<file path="src/rtl/sop_pkg.sv">
// rtl/sop_pkg.sv - shared types, limits and term helper for the SOP sweep block
`timescale 1ns/1ps
package sop_pkg;

    localparam int IN_MAX   = 8;
    localparam int TERM_MAX = 16;

    typedef enum logic [1:0] {
        IDLE  = 2'd0,
        SWEEP = 2'd1,
        DONE  = 2'd2
    } state_t;

    // A product term holds when every cared-for literal agrees with its polarity.
    function automatic logic term_match(input logic [IN_MAX-1:0] x,
                                        input logic [IN_MAX-1:0] care,
                                        input logic [IN_MAX-1:0] val);
        return ((x ^ val) & care) == '0;
    endfunction

endpackage

</file>
<file path="src/rtl/sop_truth_sweep_if.sv">
// rtl/sop_truth_sweep_if.sv - sweep request/result bundle between controller and evaluator
`timescale 1ns/1ps
interface sop_truth_sweep_if #(
    parameter int N_IN = 4
);
    logic                   start;
    logic                   busy;
    logic                   sweep_vld;
    logic [N_IN-1:0]        sweep_x;
    logic                   sweep_f;
    logic                   done;
    logic [(1<<N_IN)-1:0]   tt;
    logic [N_IN:0]          ones_cnt;

    modport master (
        output start,
        input  busy, sweep_vld, sweep_x, sweep_f, done, tt, ones_cnt
    );

    modport slave (
        input  start,
        output busy, sweep_vld, sweep_x, sweep_f, done, tt, ones_cnt
    );
endinterface

</file>
<file path="src/rtl/sop_eval.sv">
// rtl/sop_eval.sv - combinational sum-of-products evaluation of one input vector
`timescale 1ns/1ps
module sop_eval
    import sop_pkg::*;
#(
    parameter int N_IN   = 4,
    parameter int N_TERM = 4
) (
    input  logic [N_IN-1:0]        x,
    input  logic [N_TERM*N_IN-1:0] care,
    input  logic [N_TERM*N_IN-1:0] val,
    input  logic [N_TERM-1:0]      en,
    output logic                   f
);

    // Zero-extended care bits make the unused upper literals don't-cares.
    always_comb begin
        f = 1'b0;
        for (int t = 0; t < N_TERM; t++) begin
            if (en[t] && term_match(IN_MAX'(x),
                                    IN_MAX'(care[t*N_IN +: N_IN]),
                                    IN_MAX'(val[t*N_IN +: N_IN]))) begin
                f = 1'b1;
            end
        end
    end

endmodule

</file>
<file path="src/rtl/sop_truth_sweep.sv">
// rtl/sop_truth_sweep.sv - live SOP evaluator plus exhaustive truth-table sweep engine
`timescale 1ns/1ps
module sop_truth_sweep
    import sop_pkg::*;
#(
    parameter int N_IN   = 4,
    parameter int N_TERM = 4
) (
    input  logic                   clk,
    input  logic                   rst_n,
    input  logic [N_TERM*N_IN-1:0] cfg_care,
    input  logic [N_TERM*N_IN-1:0] cfg_val,
    input  logic [N_TERM-1:0]      cfg_term_en,
    input  logic [N_IN-1:0]        in_vec,
    output logic                   f_live,
    sop_truth_sweep_if.slave       sw
);

    localparam int TT_W = 1 << N_IN;

    state_t                  state;
    logic [N_IN-1:0]         cnt;
    logic [N_TERM*N_IN-1:0]  sh_care;
    logic [N_TERM*N_IN-1:0]  sh_val;
    logic [N_TERM-1:0]       sh_en;
    logic                    busy_q;
    logic                    vld_q;
    logic                    done_q;
    logic [TT_W-1:0]         tt_q;
    logic [N_IN:0]           ones_q;
    logic                    f_live_c;
    logic                    f_shadow;

    sop_eval #(.N_IN(N_IN), .N_TERM(N_TERM)) u_eval_live (
        .x    (in_vec),
        .care (cfg_care),
        .val  (cfg_val),
        .en   (cfg_term_en),
        .f    (f_live_c)
    );

    sop_eval #(.N_IN(N_IN), .N_TERM(N_TERM)) u_eval_shadow (
        .x    (cnt),
        .care (sh_care),
        .val  (sh_val),
        .en   (sh_en),
        .f    (f_shadow)
    );

    always_ff @(posedge clk or negedge rst_n) begin
        if (!rst_n) begin
            f_live <= 1'b0;
        end else begin
            f_live <= f_live_c;
        end
    end

    always_ff @(posedge clk or negedge rst_n) begin
        if (!rst_n) begin
            state   <= IDLE;
            cnt     <= '0;
            sh_care <= '0;
            sh_val  <= '0;
            sh_en   <= '0;
            busy_q  <= 1'b0;
            vld_q   <= 1'b0;
            done_q  <= 1'b0;
            tt_q    <= '0;
            ones_q  <= '0;
        end else begin
            case (state)
                IDLE: begin
                    done_q <= 1'b0;
                    if (sw.start) begin
                        sh_care <= cfg_care;
                        sh_val  <= cfg_val;
                        sh_en   <= cfg_term_en;
                        tt_q    <= '0;
                        ones_q  <= '0;
                        cnt     <= '0;
                        busy_q  <= 1'b1;
                        vld_q   <= 1'b1;
                        state   <= SWEEP;
                    end
                end
                SWEEP: begin
                    tt_q[cnt] <= f_shadow;
                    ones_q    <= ones_q + {{N_IN{1'b0}}, f_shadow};
                    // Terminal count is detected on all-ones so the counter never has to wrap.
                    if (cnt == '1) begin
                        vld_q  <= 1'b0;
                        done_q <= 1'b1;
                        state  <= DONE;
                    end else begin
                        cnt <= cnt + 1'b1;
                    end
                end
                DONE: begin
                    done_q <= 1'b0;
                    busy_q <= 1'b0;
                    state  <= IDLE;
                end
                default: begin
                    state <= IDLE;
                end
            endcase
        end
    end

    // Counter holds its last value in IDLE; gate the sweep outputs so they read 0 outside a sweep.
    assign sw.sweep_vld = vld_q;
    assign sw.sweep_x   = vld_q ? cnt : '0;
    assign sw.sweep_f   = vld_q & f_shadow;
    assign sw.busy      = busy_q;
    assign sw.done      = done_q;
    assign sw.tt        = tt_q;
    assign sw.ones_cnt  = ones_q;

endmodule

</file>
<file path="src/flat_wrapper.sv">
// flat-port wrapper written by rule: the top's interface ports become plain ports
module sop_truth_sweep_flat import sop_pkg::*;
#(
    parameter int N_IN   = 4,
    parameter int N_TERM = 4
)
  (clk, rst_n, cfg_care, cfg_val, cfg_term_en, in_vec, f_live, sw_start, sw_busy, sw_sweep_vld, sw_sweep_x, sw_sweep_f, sw_done, sw_tt, sw_ones_cnt);
  sop_truth_sweep_if #(.N_IN(N_IN)) sw_i ();
  input  logic clk;
  input  logic rst_n;
  input  logic [N_TERM*N_IN-1:0] cfg_care;
  input  logic [N_TERM*N_IN-1:0] cfg_val;
  input  logic [N_TERM-1:0] cfg_term_en;
  input  logic [N_IN-1:0] in_vec;
  output logic f_live;
  input wire logic [$bits(sw_i.start)-1:0] sw_start;
  output wire logic [$bits(sw_i.busy)-1:0] sw_busy;
  output wire logic [$bits(sw_i.sweep_vld)-1:0] sw_sweep_vld;
  output wire logic [$bits(sw_i.sweep_x)-1:0] sw_sweep_x;
  output wire logic [$bits(sw_i.sweep_f)-1:0] sw_sweep_f;
  output wire logic [$bits(sw_i.done)-1:0] sw_done;
  output wire logic [$bits(sw_i.tt)-1:0] sw_tt;
  output wire logic [$bits(sw_i.ones_cnt)-1:0] sw_ones_cnt;
  assign sw_i.start = sw_start;
  assign sw_busy = sw_i.busy;
  assign sw_sweep_vld = sw_i.sweep_vld;
  assign sw_sweep_x = sw_i.sweep_x;
  assign sw_sweep_f = sw_i.sweep_f;
  assign sw_done = sw_i.done;
  assign sw_tt = sw_i.tt;
  assign sw_ones_cnt = sw_i.ones_cnt;
  sop_truth_sweep #(.N_IN(N_IN), .N_TERM(N_TERM)) u_core (.clk(clk), .rst_n(rst_n), .cfg_care(cfg_care), .cfg_val(cfg_val), .cfg_term_en(cfg_term_en), .in_vec(in_vec), .f_live(f_live), .sw(sw_i));
endmodule
</file>
<file path="config.mk">
export PLATFORM = sky130hd
export DESIGN_NAME = sop_truth_sweep_flat
export DESIGN_NICKNAME = d
export VERILOG_FILES = /design/src/rtl/sop_pkg.sv /design/src/rtl/sop_truth_sweep_if.sv /design/src/rtl/sop_eval.sv /design/src/rtl/sop_truth_sweep.sv /design/src/flat_wrapper.sv
export SDC_FILE = /design/constraint.sdc
export NUM_CORES = 1
export LEC_CHECK = 0
export ABC_AREA = 1
export CORE_MARGIN = 1
export CORE_UTILIZATION = 52
export CTS_CLUSTER_SIZE = 16
export DETAILED_ROUTE_END_ITERATION = 6
export HOLD_SLACK_MARGIN = 0.03
export PLACE_DENSITY = 0.8
export SETUP_SLACK_MARGIN = 0.2
export SYNTH_ARGS = -nofsm -noshare
export SYNTH_HDL_FRONTEND = slang
export SYNTH_HIERARCHICAL = 1
export SYNTH_SLANG_ARGS = --single-unit
</file>
<file path="constraint.sdc">
create_clock -name clk -period 2 [get_ports clk]
set_input_delay 0.6 -clock clk [delete_from_list [all_inputs] [get_ports clk]]
set_output_delay 0.6 -clock clk [all_outputs]
set_load 0.005 [all_outputs]
</file>
==> impl_metrics.yaml, run 1 <==
power_and_ir_drop:
  power_leakage_nw: 2.98
  power_density_nw_per_um2: 1480
  seqPwrFrac_pct: 31.6
  report.power.total_mw: 7.72
  switchingPower_mw: 3.24
  p_comb_share_pct: 54.3
  irDropWorstVdd_uv: 645
  p_int_mw: 4.48
  power_frac_clock_pct: 14.1
  swShare_pct: 42.0
route:
  routedWlPerCell_um: 13.4
  dr_total_vias: 3757
  post_drt_via_cell_ratio: 5.08
  drt_iter0_markers: 318
  wirelength_mm: 9.91
  ant_nets: 0
  drc: 0
  dr.pass1.iters: 5
clock_tree:
  ctsHtreeMaxLevel: 3
  cts_root_buffer: "clkbuf_8"
  clk_pin_slew_ns: 0.08
  cts_max_path_buffers: 2
  ctsHoldBuffers: 0
  cts_tree: "yes"
  clkSinkCount: 67
  clk_latency_ns: 0.34
  numCtsBuffers: 9
sta:
  max_slew.worst_pin.slew_ns: 0.472
  finalSetupViolCount: 5
  maxSlewHeadroom_pct: 68.6
  fin_ws_ns: -0.204
  clock_skew_ns: 0.00878
  finalMaxSlewViolations: 0
  period_minus_slack_ns: 2.20
  finalCritPeriodShare_pct: 110
  setup_tns_ns: -0.419
  hold_viol: 0
  fmax_mhz: 454
  rsz0062_at_grt: "yes"
global_route:
  antenna_found_initial: 0
  grt_start_max_net_pins: 46
  globalRoute.totalOverflow: 0
  grt_pass1_vias: 3494
  grtUsageTotal_pct: 26.6
  grt_pass1_wl_mm: 15.4
floorplan:
  core-area_um2: 6830
  dieHeight_um: 86.4
  io_pins: 73
  start_util_pct: 54.2
  die-area_um2: 7470
  fp-row-count: 30
  fp.dieW_um: 86.4
place:
  placed_cell_area_um2: 4600
  io_buffers: 72
  dp_hpwl_mm: 6.71
  gp_congestion: 0.809
synth:
  yosysTopAreaCellShare_pct: 45.3
  yosysSeqAreaShare_pct: 45.3
  yosys_warnings: 6
  synth_edf_count: 0
  synth-seq-cells: 67
  synth_area_um2: 3700
  ys_types: 21
  async_flop_share_pct: 100
  synth_nets: 577
  synth_area_leaders: "dfrtp_1, nand2_1, nand3_1, inv_1, o21ai_0"
  ys.flop_type: "dfrtp_1"
  synth_common_cells: "nand2_1, inv_1, nand3_1, dfrtp_1, o21ai_0"
  yosysTopAreaCell: "dfrtp_1"
  syn_avg_cell_area_um2: 7.02
  synth_most_common_cell: "nand2_1"
  synth_cells: 528
worst_setup_path:
  worstSetupEndpointType: "output pin"
  start_kind: "flop"
  crit_path_cell_trace: "buf_6 -> nand2_4 -> nand3_2 -> nand3_2 -> nor2_2 -> nor2_1 -> nand2_1 -> nand2_1 -> inv_1 -> buf_2"
  r2r_slack_ns: 0
  critPathBufInv: 3
  crit_required_ns: 1.40
  cp.depth: 10
  crit_fanout: 4
  cp_top_family: "simple AND/OR/NAND/NOR gates"
  crit_end: "sw_sweep_f"
  reg2reg_from: "u_core/cnt[3]"
  slowest_delay_ns: 0.45
  cp_slowest_cell: "dfrtp_2"
  arrival_ns: 1.60
  r2r-end: "u_core/sw.ones_cnt[2]"
  reg2reg_depth: 13
  crit_start: "u_core/cnt[3]"
  crit_type: "reg2out"
cells_and_area:
  design_area_um2: 5210
  drive_above_1_share_pct: 17.6
  post-route-util_pct: 76.2
  antenna_cells: 0
  fin_nets: 687
  syn_to_final_growth_pct: 40.5
hold_path:
  hold_path_class: "in2async"
run_status:
  status: "complete, but fails checks"
  violations: "negative setup slack"
job:
  max_cap_viol_count: 0
## state kept, by name (all words and copies together), names as in the netlist
signal	cells
u_core/sh_care	16
u_core/sh_val	16
u_core/sw.tt	16
u_core/sw.ones_cnt	5
u_core/cnt	4
u_core/sh_en	4
u_core/state	2
u_core/f_live	1
u_core/sw.busy	1
u_core/sw.done	1
u_core/sw.sweep_vld	1
## power groups by stage
| stage | clock network (mW) | registers (mW) | logic, mW |
|---|---|---|---|
| 2_1_floorplan | 0 | 2.37 | 1.89 |
| 6_report | 1.09 | 2.44 | 4.19 |
| 5_1_grt | 1.17 | 2.51 | 4.59 |
| 3_5_place_dp | 0 | 2.46 | 3.22 |
| 4_1_cts | 1.10 | 2.40 | 3.51 |
| 3_3_place_gp | 0 | 2.43 | 3.08 |
## worst reg2reg max path, stage by stage (launching register included)
cell and delay (ns):
dfrtp_2 0.45, buf_6 0.15, nand2_4 0.06, nand3_2 0.08, nand3_2 0.09, nor2_2 0.04, nor2_1 0.08, nand2_1 0.09
buf_4 0.15, buf_8 0.13, ha_4 0.17, ha_4 0.17, xnor2_1 0.12, o21ai_1 0.15
## how the worst min path moves through the flow
stage / endpoint / slack, ns
after floorplan: u_core/cnt[0] / 0.30
after global routing: u_core/sw.ones_cnt[4] / 0.23
after CTS: u_core/sw.ones_cnt[4] / 0.21
after global placement: u_core/sw.tt[10] / 0.45
after detailed placement: u_core/sw.tt[12] / 0.46
final: u_core/sw.tt[12] / 0.20
## cells by family (layout without fill, tap and decap cells)
kind of cell | Yosys count | count (layout) | share of synthesized area (%)
xor gates and xnor gates | 1 | 1 | 0.236
buffers and inverters | 100 | 215 | 11.4
and+or+nand+nor | 312 | 312 | 35.4
AOI/OAI and AO/OA | 42 | 42 | 5.67
adders and majority gates | 6 | 6 | 2.03
DFF | 67 | 67 | 45.3
## stage by stage
step	hold WS, ns	setup slack (ns)	std cells
after global routing	0.227	-0.339	739
after floorplan	0.304	0.219	528
final	0.204	-0.204	739
after detailed placement	0.461	-0.265	697
after CTS	0.214	-0.190	732
after global placement	0.454	-0.231	697
## repair_timing
| item | in CTS | in global routing |
|---|---|---|
| buffers inserted | 19 | 6 |
| resized for setup | 41 | 68 |
| cloned | 0 | 1 |
| setup endpoints to repair | 43 | 42 |
| pin swaps | 7 | 16 |
## placed cells by master, fill, tap and decap left out, drive strengths merged
cell	count
bufinv	1
nor2	29
nand3	71
xnor2	1
clkdlybuf4s50	41
dfrtp	67
inv	84
clkbuf	11
or2	11
ha	6
nand2	195
clkdlybuf4s15	1
nand4	6
dlymetal6s2s	12
buf	46
clkinv	4
o21ai	42
dlygate4sd2	15
## per-layer routing
metal  vias up  track usage (%)  routed length [um]
met4         0             9.55                 189
met1      1741             33.0                4200
met5         -                0                   0
met3        19             5.24                 537
li1       1851                -                   -
met2       146             46.3                4980
## area by class of cell
| class | instances | area (um2) |
|---|---|---|
| clock inverters | 5 | 53.8 |
| multi-input cells | 361 | 1770 |
| well taps | 96 | 120 |
| fillers | 519 | 1630 |
| flip-flops and latches | 67 | 1680 |
| inverters | 84 | 323 |
| clock buffers | 11 | 131 |
| repair buffers | 115 | 1130 |
(Power assumes the default switching activity.)
==> run 2, diff against run 1 <==
--- a/config.mk
+++ b/config.mk
@@ -6,6 +6,7 @@
 export NUM_CORES = 1
 export LEC_CHECK = 0
 export ABC_AREA = 1
+export CAP_MARGIN = 20
 export CORE_MARGIN = 1
 export CORE_UTILIZATION = 52
 export CTS_CLUSTER_SIZE = 16
==> results of run 2 <==
Same layout as run 1: the final DEF is identical, and so are final timing and power.
